**src/rtl/ps2_kbd_rx.sv**
```systemverilog
// ps2_kbd_rx: PS/2 keyboard receiver feeding a small byte FIFO.
// Deserialises 11-bit PS/2 frames and checks the start, stop and odd-parity bits.
// Good scan-code bytes are queued for a downstream consumer.
//
// Ports:
//   clk            system clock, all logic on the rising edge
//   clrn           synchronous reset, active-high (1 = clear)
//   ps2_clk        raw PS/2 clock pin (asynchronous)
//   ps2_data       raw PS/2 data pin (asynchronous)
//   nextdata_n     active-low pop request, one cycle low per byte
//   data           byte at the FIFO head (8'h00 while empty)
//   ready          FIFO non-empty
//   fifo_overflow  sticky: a good frame was dropped because the FIFO was full
//   frame_err      one-cycle pulse: a frame failed its start/stop/parity check
module ps2_kbd_rx #(
    parameter int unsigned FIFO_DEPTH  = 8,
    parameter int unsigned PTR_W       = 3,
    parameter int unsigned TIMEOUT_CYC = 4096
) (
    input  logic       clk,
    input  logic       clrn,
    input  logic       ps2_clk,
    input  logic       ps2_data,
    input  logic       nextdata_n,
    output logic [7:0] data,
    output logic       ready,
    output logic       fifo_overflow,
    output logic       frame_err
);

    localparam int unsigned TW = $clog2(TIMEOUT_CYC + 1);
    localparam logic [TW-1:0] TimeoutLast = TW'(TIMEOUT_CYC - 1);

    // sync_q[0] = s0, sync_q[1] = s1, sync_q[2] = s2
    logic [2:0]       sync_q;
    logic [9:0]       buf_q;
    logic [3:0]       cnt_q;
    logic [TW-1:0]    tcnt_q;
    logic [PTR_W:0]   wr_q;
    logic [PTR_W:0]   rd_q;
    logic             ovf_q;
    logic             ferr_q;
    logic [7:0]       mem [FIFO_DEPTH];

    logic samp;
    logic empty;
    logic full;
    logic frame_done;
    logic frame_good;
    logic pop;
    logic push;
    logic timeout;

    always_comb begin
        samp       = sync_q[2] & ~sync_q[1];
        empty      = (wr_q == rd_q);
        full       = (wr_q[PTR_W] != rd_q[PTR_W]) &&
                     (wr_q[PTR_W-1:0] == rd_q[PTR_W-1:0]);
        frame_done = samp && (cnt_q == 4'd10);
        // The stop bit is taken live from the pin on the completing edge.
        frame_good = frame_done && !buf_q[0] && ps2_data && (^buf_q[9:1]);
        pop        = !nextdata_n && !empty;
        // A pop on the same edge frees a slot, so a full FIFO still accepts the byte.
        push       = frame_good && (!full || pop);
        // Idle time only accrues while ps2_clk reads high mid-frame.
        timeout    = (cnt_q != 4'd0) && !samp && sync_q[1] && (tcnt_q == TimeoutLast);
    end

    // Bit deserialiser and stall timeout.
    always_ff @(posedge clk) begin
        if (clrn) begin
            sync_q <= 3'b111;
            buf_q  <= 10'd0;
            cnt_q  <= 4'd0;
            tcnt_q <= '0;
        end else begin
            sync_q <= {sync_q[1:0], ps2_clk};
            if (samp) begin
                if (cnt_q == 4'd10) begin
                    cnt_q <= 4'd0;
                end else begin
                    buf_q <= {ps2_data, buf_q[9:1]};
                    cnt_q <= cnt_q + 4'd1;
                end
            end else if (timeout) begin
                cnt_q <= 4'd0;
            end

            if ((cnt_q == 4'd0) || samp || timeout) begin
                tcnt_q <= '0;
            end else if (sync_q[1]) begin
                tcnt_q <= tcnt_q + 1'b1;
            end
        end
    end

    // FIFO pointers and status flags.
    always_ff @(posedge clk) begin
        if (clrn) begin
            wr_q   <= '0;
            rd_q   <= '0;
            ovf_q  <= 1'b0;
            ferr_q <= 1'b0;
        end else begin
            if (pop) begin
                rd_q <= rd_q + 1'b1;
            end
            if (push) begin
                wr_q <= wr_q + 1'b1;
            end
            ferr_q <= frame_done && !frame_good;
            if (frame_good && !push) begin
                ovf_q <= 1'b1;
            end else if (pop) begin
                ovf_q <= 1'b0;
            end
        end
    end

    // Storage is deliberately left uncleared by reset.
    always_ff @(posedge clk) begin
        if (push && !clrn) begin
            mem[wr_q[PTR_W-1:0]] <= buf_q[8:1];
        end
    end

    always_comb begin
        ready         = !empty;
        data          = empty ? 8'h00 : mem[rd_q[PTR_W-1:0]];
        fifo_overflow = ovf_q;
        frame_err     = ferr_q;
    end

endmodule

```
**config.mk**
```make
export PLATFORM = sky130hd
export DESIGN_NAME = ps2_kbd_rx
export DESIGN_NICKNAME = d
export VERILOG_FILES = /design/src/rtl/ps2_kbd_rx.sv
export SDC_FILE = /design/constraint.sdc
export NUM_CORES = 1
export LEC_CHECK = 0
export CAP_MARGIN = 20
export CORE_UTILIZATION = 30
export CTS_CLUSTER_DIAMETER = 50
export CTS_CLUSTER_SIZE = 10
export DETAILED_ROUTE_END_ITERATION = 12
export GPL_TIMING_DRIVEN = 0
export SYNTH_ARGS = -nofsm -noshare
export SYNTH_HDL_FRONTEND = slang
export SYNTH_SLANG_ARGS = --single-unit
```
**constraint.sdc**
```tcl
create_clock -name clk -period 2.8 [get_ports clk]
set_clock_uncertainty 0.15 [all_clocks]
set_input_delay 0.42 -clock clk [delete_from_list [all_inputs] [get_ports clk]]
set_output_delay 0.42 -clock clk [all_outputs]
set_load 0.005 [all_outputs]
```
Word-level counts from Yosys, hierarchy flattened
Memory sizes are Yosys's and may differ from the RTL's. A register that Yosys moved wholly into a read port is not among the register bits.
Cells that the tools add are included.

storage, ports and cells
  flip-flop bits (word level) = 40
  bits in writable memories = 64
  output and inout port bits = 11
  memories = 1

operators by class
  add/subtract/negate cells = 4
  equal/unequal tests = 5
  mux-type cells = 10
  bitwise logic cells = 3
  reductions and logical operators = 31

memory list
  name  depth  bits a word  read ports  clocked after memory_dff  wr ports  RTL line  text
  mem   8      8            1           1                         1         43        logic [7:0] mem [FIFO_DEPTH];

operators with widths
  kind                                                   count
  adder 13 x 1 -> 13 bit, second input constant          1
  equality test 13 x 12 -> 1 bit, second input constant  1
  logical AND 1 bit                                      13
  adder 4 x 1 -> 4 bit, second input constant            3
  two-way mux 4 bit                                      3
  parity 9 bit                                           1
  zero test 1 bit                                        8
  two-way mux 8 bit                                      1
  two-way mux 3 bit                                      2
  equality test 4 bit                                    1
  equality test 4 bit, second input constant             1
  zero test 4 bit                                        1
  two-way mux 1 bit                                      4
  nonzero test 2 bit                                     2
  nonzero test 4 bit                                     1
  equality test 3 bit                                    1
  logical OR 1 bit                                       3
  NOT 1 bit                                              2
  AND reduction 2 bit                                    1
  OR reduction 2 bit                                     1
  AND 1 bit                                              1
  != test 1 bit                                          1

Longest topological paths before layout
Gate-level depths: netlist of run 1.

  depth in word-level cells = 10
  mapped depth = 8
  gate-level depth less buffers = 7

Least setup slack after synthesis of run 1
OpenSTA, ideal clock, no wires.

  path type = flip-flop to flip-flop
  from = register buf_q[4]
  to = memory mem[6][0] (enable)
  arrival time = 2,353 ps
  slack = -86 ps
  cell stages (with the launch flop) = 7
  buffers on the path = 1
  clock period less this slack = 2,886 ps
  cell sequence = dfxtp_1 xor2_1 xnor3_1 xnor2_2 or3_1 buf_6 nor3_1

between the ends
  longest elaborated chain between the ends = 6

RTL lines
  element                                  RTL line  text
  start, declared                          36        logic [9:0] buf_q;
  start signal, assigned                   82        buf_q <= {ps2_data, buf_q[9:1]};
  parity 9 bit                             61        frame_good = frame_done && !buf_q[0] && ps2_data && (^buf_q[9:1]);
  logical AND 1 bit                        61
  logical AND 1 bit                        64        push = frame_good && (!full || pop);
  logical AND 1 bit                        122       if (push && !clrn) begin
  two-way mux 1 bit                        122
  two-way mux 1 bit (implied by the code)  123       mem[wr_q[PTR_W-1:0]] <= buf_q[8:1];
  end, declared                            43

No other way between the ends.

Final worst setup path of run 1
  from = register buf_q[5]
  to = memory mem[5][6] (enable)

The elaborated chain is that of the path after synthesis.

==> impl_results.md, run 1 <==
* Final hold violation count at 0
* Post-synth top flop: edfxtp_1
* Reg2reg end: mem[5][6]
* Minimum clock period at between 2000 and 3000 ps
* Hold Crit Start: sync_q[0]
* DR WL/cell at between 15 and 20 um
* Initial antenna violation count at 0
* Yosys reg bits at between 100 and 150
* Logic pwr share at under 10%
* Leakage at ~0.0019 uW
* Antenna Cells at 0
* R2R cell count at 7
* Post-synthesis cell type count at between 40 and 50
* Clock Latency Late Sink at approximately 340 ps
* Syn_nets at between 300 and 400
* P_int at between 2000 and 2500 uW
* Starting DRT DRC Count at 156
* Min-Delay Endpoint: sync_q[1]
* Vias in the first global route at 2662
* Critical path class: flip-flop to flip-flop
* Avg Cell Area, Syn at roughly 14 um^2
* Switching share of power at 20.2%
* Post-synth EDFFs at 64
* TritonCTS Buffers at 9
* Worst path required time at roughly 2700 ps
* Mapped Area at 4430 um^2
* Sequential cell area fraction in the yosys report at approximately 63%
* FMAX at ~0.37 GHz
* Reg2Reg Setup Slack at between 100 and 150 ps
* # DRC at 0
* Total net switching power at 598 uW
* Clock power frac at between 40% and 50%
* Seq pwr share at 55.7%
* Layout cells sized above 1 at a little under a quarter
* Clk slew on worst S/H paths at roughly 70 ps
* Worst-Margin Slew at 761 ps
* Hold Path Depth at 1
* Die Wd at ~120 um
* Initial Util at a little under a third
* Busiest layer in global routing: met2
* Root Buffer: clkbuf_16
* Met2 Use GR at roughly a fifth
* DRT Wirelength at around 8.3 mm
* Synth-to-Final Area Change at 22.9%
* Critical Path Slowest Stage Cell: xnor3_2
* DR vias at approximately 2600
* Yosys Warn Count at 0
* Total power at slightly below 3000 uW
* Gate Count Post-Synth at between 300 and 400
* H-tree Lvls at 3
* Final WS setup at approximately 110 ps
* CP Max Fanout at 11
* Max IR drop VDD at roughly 280 uV
* Remaining global-route overflow at 0
* Element type at the critical path end: flip-flop
* Port Buffers at 15
* Die Ht at roughly 120 um
* TritonCTS clock tree: done
* Detail Route Antenna Nets at 0
* Data arrival, critical path at 2610 ps
* CP peak stage delay at 480 ps
* Tightest Hold Check Type: flip-flop to flip-flop
* Worst-path cell chain: xnor2_2, xnor3_2, xnor2_4, or3_1, buf_6, nor4b_4, buf_12
* Finished Core Util at between 30% and 40%
* Max Root-Sink Buffers at 2
* Met3 usage at between 4 and 5%
* First-pass GRT wire length at 13.8 mm
* Maxcap violations at 0
* Critical path launch point type: flip-flop
* Async S/R FF share, synth at 0%
* Slew Viols, Final at 0
* TritonCTS Sinks at approximately 110
* Core area at about 14000 um^2
* Placed cell area at about 4900 um^2
* CP Buf/Inv Count at 2
* Status: completed
* Max-slew headroom at around half
* Cts hold-fix bufs at 0
* # fillers at around 1400
* Final Cycle Share at 96.2%
* Post-placement worst setup slack at -693 ps
* PD cells at 544 nW/um^2
* Fin nets at ~380
* Most frequent cells in the layout: 64 x edfxtp_1, 36 x dfxtp_1, 33 x nor2_1, 32 x nand2_1
* GRT met1 Usage at roughly 15%
* Num ports at 16
* Most common cell after layout, fill and taps aside: edfxtp_1
* Final Wtd Congestion at 0.694
* Final TNS setup at 0 ps
* Gr usage total at between 10% and 20%
* DIE AREA at roughly 15000 um^2
* Placement Rows at 44
* HPWL Detailed at roughly 5.6 mm
* Post-DR vias/cell at around 4.7
* DRT Pass-1 Iters at 4
* Setup-failing EPs final at 0
* FF-to-FF Start: buf_q[5]
* Pin count of the biggest net entering global routing at 19
* Design Area, Final at 5440 um^2
* Cell family with most CP delay: XOR/XNOR gates
synth_stat cells, types with 3 or more instances:
master / n / area share [%]
mux2i_1: 11 / 2.5
a21oi_1: 13 / 1.5
xor2_1: 12 / 2.4
inv_1: 4 / 0.34
nor2_1: 33 / 2.8
nand3_1: 5 / 0.57
edfxtp_1: 64 / 43
nand2_1: 32 / 2.7
clkbuf_1: 9 / 0.76
nor3_1: 6 / 0.68
buf_2: 4 / 0.45
and3_1: 3 / 0.42
mux4_2: 16 / 8.1
nand4_1: 3 / 0.42
xnor2_1: 12 / 2.4
or2_2: 4 / 0.57
ha_1: 6 / 1.7
buf_6: 3 / 0.76
nand2b_1: 4 / 0.57
dfxtp_1: 43 / 19
final cells by class:
| class | instances | area, um^2 | share of cell area [%] |
|---|---|---|---|
| Sequential cell | 107 | 2810 | 51.6 |
| Timing Repair Buffer | 35 | 352 | 6.46 |
| Inverter | 4 | 15.0 | 0.276 |
| Buffer | 15 | 109 | 2.00 |
| Tap cell | 184 | 230 | 4.23 |
| Clock inverter | 7 | 73.8 | 1.36 |
| Multi-Input combinational cell | 193 | 1630 | 29.9 |
| Clock buffer | 9 | 225 | 4.14 |
power groups by stage:
stage               sequential, uW  clock, uW  combinational, uW
finish                        1650       1270               44.3
floorplan                     1690          0               27.0
detailed placement            1690          0               42.7
CTS                           1650       1310               44.0
global placement              1690          0               42.2
global route                  1650       1370               49.3
flip-flops by register name, summed over array words and instances, names as in the netlist, named ones only:
| name | count |
|---|---|
| frame_err | 1 |
| sync_q | 3 |
| fifo_overflow | 1 |
| cnt_q | 4 |
| wr_q | 4 |
| tcnt_q | 13 |
| mem | 64 |
| rd_q | 4 |
| buf_q | 10 |
kinds of logic after synthesis:
kind of cell / Yosys count / synth area share, %
buffers and inverters: 21 / 2.40
adders and majority gates: 6 / 1.70
and+or+nand+nor: 110 / 13.1
AOI/OAI and AO/OA: 22 / 3.19
DFF: 107 / 62.9
muxes: 29 / 11.1
xor gates and xnor gates: 26 / 5.63
repair_timing:
item,in CTS,in global routing
gates resized for setup,26,15
pin swaps,6,5
setup endpoints to repair,73,57
cloned,0,1
setup buffers,9,4
routing by layer:
| metal | vias up | wire length, um |
|---|---|---|
| met2 | 27 | 4150 |
| li1 | 1258 | - |
| met4 | 0 | 62 |
| met5 | - | 0 |
| met3 | 6 | 239 |
| met1 | 1315 | 3880 |
how the worst max path moves through the flow:
stage               startpoint        end  cells after the start
floorplan             buf_q[4]  mem[6][0]                      6
global placement      buf_q[3]  mem[2][2]                      6
detailed placement    buf_q[3]  mem[3][2]                      7
CTS                   buf_q[4]  mem[6][7]                      7
global route          buf_q[7]  mem[1][1]                      7
finish                buf_q[5]  mem[5][6]                      7
metrics by stage:
stage / std cells / hold WS (ps)
finish: 554 / 265
detailed placement: 526 / 253
floorplan: 321 / 239
global route: 554 / 282
CTS: 549 / 268
global placement: 520 / 255
No activity file was read; power rests on OpenSTA's default activity.
==> run 2: changes to the inputs <==
- ABC_CLOCK_PERIOD_IN_PS: unset -> 2800
==> results of run 2 <==
Final layout, timing and power as in run 1 (identical DEF).
==> run 3: changes to the inputs <==
- CTS_BUF_LIST: unset -> sky130_fd_sc_hd__clkbuf_16
==> results of run 3 <==
Final layout, timing and power as in run 1 (identical DEF).
==> edit 1: new RTL, config.mk and constraints of run 2 <==
Set the parameter `TIMEOUT_CYC` to 2048 (it was 4096).
--- a/src/rtl/ps2_kbd_rx.sv
+++ b/src/rtl/ps2_kbd_rx.sv
@@ -16,5 +16,5 @@
     parameter int unsigned FIFO_DEPTH  = 8,
     parameter int unsigned PTR_W       = 3,
-    parameter int unsigned TIMEOUT_CYC = 4096
+    parameter int unsigned TIMEOUT_CYC = 2048
 ) (
     input  logic       clk,
Check against the original RTL: no difference found for any inputs over 10 cycles, from zero or initial values; that may be too few to reach the edited logic, so the function may still have changed.
==> edit 1 against run 2 <==
Sequential cell count down 1; area after synthesis up 0.14%; routed wire length up 2.1%; power up 3.0%; design area up 1.5%; setup slack worse by 15 ps; fmax down 0.56%; synthesized cell count up 1.2%; non-clock buffer count unchanged; critical path type is now flop to output port; largest cell class unchanged; highest routed layer unchanged.
==> edit 1: results (changes against run 2) <==
peakVddDrop_v: 0.0003638  # +29%
status: "finished clean"
gp_congestion: 0.8131  # +17%
grt_pass1_wl_mm: 14.01  # +1.8%
first_iter_violations: 130  # -17%
pre_cts_slack_ps: -577.8  # +115.5 ps
synth_nets: 336  # +1.2%
p_int_mw: 2.448  # +3.6%
synthTopCellsByArea: "edfxtp_1, dfxtp_1, mux4_2"
antenna_found_initial: 0  # unchanged
grt_util_all_layers_pct: 12.50  # +0.12 points
setup_ws_ps: 91.77  # -15.27 ps
seq_area_frac_synth_pct: 62.34  # -0.54 points
synthMuxAreaShare_pct: 10.73  # -0.41 points
synth_commonest_cells: "edfxtp_1, dfxtp_1, nor2_1"
leakagePower_nw: 1.844  # -0.76%
critPathArrivalTime_ps: 2140  # -470 ps
layout-drive-gt1-share_pct: 25.33  # +2.4 points
max_slew_margin_pct: 51.15  # +1.9 points
cp-end-kind: "output port"
dp_hpwl_mm: 5.733  # +2.6%
cp_max_fo: 10  # -1
timing.rr.end: "mem[2][5]"
crit_end: "data[4]"
synth_xor_area_share_pct: 5.872  # +0.25 points
crit_start: "wr_q[2]"
dpl_cell_area_um2: 4861  # +0.21%
num_vias: 2656  # +1.9%
ys_types: 47  # +4.4%
wl_per_cell_um: 15.21  # +1.2%
fillCellCount: 1333  # -3.3%
synth-adder-area-share_pct: 1.694  # -0.0024 points
## edit 1: routing by layer
metal	routed length, µm	up-vias	track usage [%]
met5	0	-	0
met4	104	0	3.464
met3	327	11	4.290
met2	4161	41	21.02
met1	3906	1317	15.14
li1	-	1287	-
## edit 1: cells by family after synthesis
kind of cell,after synthesis
xor+xnor,25
mux,27
compound gates,32
flops,106
fa+ha+maj,6
buf+inv,21
simple gates,108
## edit 1: power groups by stage
stage,logic [mW],clock network [mW],registers (mW)
global route,0.0508,1.45,1.64
detailed placement,0.0434,0,1.68
finish,0.0456,1.37,1.64
floorplan,0.0264,0,1.68
CTS,0.0449,1.40,1.64
global placement,0.0428,0,1.68
## edit 1: through the flow
stage / TNS, ps / cells / power [mW] / hold WS (ps)
finish: 0 / 559 / 3.049 / 261.6
CTS: 0 / 553 / 3.083 / 264.9
global route: -16.41 / 559 / 3.139 / 293.6
global placement: -39050 / 524 / 1.719 / 248.9
detailed placement: -27000 / 529 / 1.720 / 249.4
floorplan: -1366 / 325 / 1.702 / 239.5
## edit 1: what timing repair did
action	in CTS	in global routing
setup endpoints to repair	73	47
pin swaps	5	3
gates resized for setup	26	23
buffers inserted	9	6
## edit 1: cell type report
| type | count | area, µm² | share of cell area [%] |
|---|---|---|---|
| clock buffers | 10 | 229.0 | 4.146 |
| multi-input cells | 198 | 1700 | 30.79 |
| repair buffers | 35 | 346.6 | 6.275 |
| flip-flops and latches | 106 | 2786 | 50.45 |
| plain buffers | 15 | 115.1 | 2.084 |
| well taps | 184 | 230.2 | 4.169 |
| inverters | 5 | 18.77 | 0.3398 |
| clock inverters | 6 | 96.34 | 1.744 |
## edit 1: worst min path at each step
stage	startpoint	endpoint	slack [ps]	cells past startpoint
final	sync_q[0]	sync_q[1]	260	1
after global routing	sync_q[0]	sync_q[1]	290	1
after CTS	sync_q[0]	sync_q[1]	260	1
after detailed placement	sync_q[0]	sync_q[1]	250	1
after global placement	sync_q[0]	sync_q[1]	250	1
after floorplan	sync_q[0]	sync_q[1]	240	1
## edit 1: critical path, stage by stage (launching register included)
cell and delay [ps]:
dfxtp_1 300, buf_4 180, xnor2_2 150, and3_4 190, and2_1 160, buf_6 150, nor2_1 140, clkdlybuf4s50_1 510
==> edit 2: new RTL, settings of run 2 <==
Without the edit above. Register the output `fifo_overflow`, without a reset; this adds one clock of latency there. The other outputs are not delayed to match.
--- a/src/rtl/ps2_kbd_rx.sv
+++ b/src/rtl/ps2_kbd_rx.sv
@@ -31,4 +31,6 @@
     localparam int unsigned TW = $clog2(TIMEOUT_CYC + 1);
     localparam logic [TW-1:0] TimeoutLast = TW'(TIMEOUT_CYC - 1);
+
+    logic fifo_overflow_d;
 
     // sync_q[0] = s0, sync_q[1] = s1, sync_q[2] = s2
@@ -128,6 +130,10 @@
         ready         = !empty;
         data          = empty ? 8'h00 : mem[rd_q[PTR_W-1:0]];
-        fifo_overflow = ovf_q;
+        fifo_overflow_d = ovf_q;
         frame_err     = ferr_q;
+    end
+
+    always_ff @(posedge clk) begin
+        fifo_overflow <= fifo_overflow_d;
     end
 
Behaviour: no difference found for any inputs over 10 cycles, from zero or initial values; that may be too few to reach the edited logic, so the function may still have changed.
==> edit 2 against run 2 <==
Power down 0.54%; setup slack got worse by 23 ps; cell count fell by 0.36%; area after synthesis is 0.45% higher; routed wire length is 0.59% higher; critical path depth did not move; sequential cell count grew 1; combinational power down 2%; design area shrank 0.16%; critical endpoint is now mem[1][3]; largest cell class unchanged; highest routed layer unchanged.
==> edit 2: results (changes against run 2) <==
status: "finished clean"
grt_pass1_wl_mm: 13.34  # -3.1%
cts_buffers: 9  # unchanged
avgViaCountPerCell: 4.687  # -0.37%
dp.cells: 527  # +0.19%
synthTopCellsByArea: "edfxtp_1, dfxtp_1, mux4_2"
use_met1_pct: 14.69  # -0.49 points
critPathArrivalTime_ps: 2630  # +20 ps
synth_nets: 333  # +0.30%
cpPeakStageDelay_ps: 460  # -20 ps
whs_path_depth: 0  # -1
dp_hpwl_mm: 5.669  # +1.4%
synth_edf_count: 64  # unchanged
fillCellCount: 1356  # -1.6%
num_vias: 2587  # -0.73%
wl_per_cell_um: 15.17  # +0.95%
synth_commonest_cells: "edfxtp_1, dfxtp_1, nor2_1"
first_iter_violations: 129  # -17%
leakagePower_nw: 1.848  # -0.54%
dr.pass1.iters: 4  # unchanged
antenna_found_initial: 0  # unchanged
rr_worst_depth: 7  # unchanged
critPathSlowestCell: "xnor3_1"
port-buffer-count: 15  # unchanged
met2_usage_pct: 20.24  # -0.57 points
clkTransAtPathRegs_ps: 70  # about the same
synthCells: 322  # +0.31%
worst_slew_pin_slew_ps: 762.4  # +1.011 ps
grtUsageMet3_pct: 3.297  # -0.85 points
nets: 375  # -0.27%
grt_max_degree: 18  # -1
gp_congestion: 0.7052  # +1.6%
grt_util_all_layers_pct: 12.01  # -0.37 points
seq_area_frac_synth_pct: 63.05  # +0.17 points
hold_class: "flop to flop"
layout-drive-gt1-share_pct: 22.28  # -0.69 points
peakVddDrop_v: 0.0003229  # +14%
ctsLongestPathBuffers: 2  # unchanged
htree_num_levels: 3  # unchanged
==> edit 2: cells by family (layout without fill, tap and decap cells) <==
group           count (synthesis)  in the layout  share of synthesized area (%)
simple gates                  110            110                          13.00
fa+ha+maj                       6              6                          1.689
mux                            29             29                          11.09
xor+xnor                       26             26                          5.601
compound gates                 22             22                          3.181
flops                         108            108                          63.05
buf+inv                        21             67                          2.392
==> edit 2: where the power goes <==
part           total [mW]  leakage, nW  switching (mW)  internal (mW)
sequential           1.66        0.953         0.00288           1.66
combinational      0.0433        0.758          0.0266         0.0167
clock                1.24        0.137           0.549          0.689
total                2.94         1.85           0.578           2.37
==> edit 2: worst paths after layout <==
kind	slack, ps	to	start
worst min-delay path	200	fifo_overflow	fifo_overflow_d
worst max-delay path	80	mem[1][3]	buf_q[5]
worst min register to register	200	fifo_overflow	fifo_overflow_d
worst max register to register	80	mem[1][3]	buf_q[5]
==> edit 2: critical path, delay by kind of cell (launching register included) <==
kind | cells | cell delay [ps]
flip-flops | 1 | 380
AND/OR/NAND/NOR | 2 | 680
buffers and inverters | 2 | 360
XOR/XNOR | 3 | 880
==> edit 2: area by class of cell <==
| class | instances | area [µm²] | area share [%] |
|---|---|---|---|
| clock inverter | 6 | 62.56 | 1.152 |
| inverter | 4 | 15.01 | 0.2764 |
| clock buffer | 9 | 225.2 | 4.147 |
| timing repair buffer | 33 | 352.8 | 6.496 |
| sequential | 108 | 2824 | 51.99 |
| tap | 184 | 230.2 | 4.239 |
| multi-input combinational | 193 | 1613 | 29.69 |
| buffer | 15 | 108.9 | 2.004 |
==> edit 2: per-stage QoR <==
stage	util (%)	hold WS, ps	setup WS (ps)	cell area (µm²)
2_1_floorplan	-	180.8	-86.06	4446
3_3_place_gp	33.33	189.6	-801.5	4826
3_5_place_dp	33.64	194.5	-664.4	4871
4_1_cts	36.98	207.2	3.987	5354
5_1_grt	37.51	216.8	-36.30	5431
6_report	37.51	203.7	83.78	5431
==> edit 2: metal layers <==
metal	up-vias	share of wire [%]	wire, µm
li1	1255	-	-
met1	1281	44	3675
met2	41	50	4217
met3	10	4.1	344
met4	0	1.7	139
met5	-	0	0
==> edit 2: repair_timing <==
item	CTS	global route
cloned	0	1
setup buffers	9	2
pin swaps	7	5
resized for setup	24	15
hold buffers	0	0
setup endpoints to repair	73	44
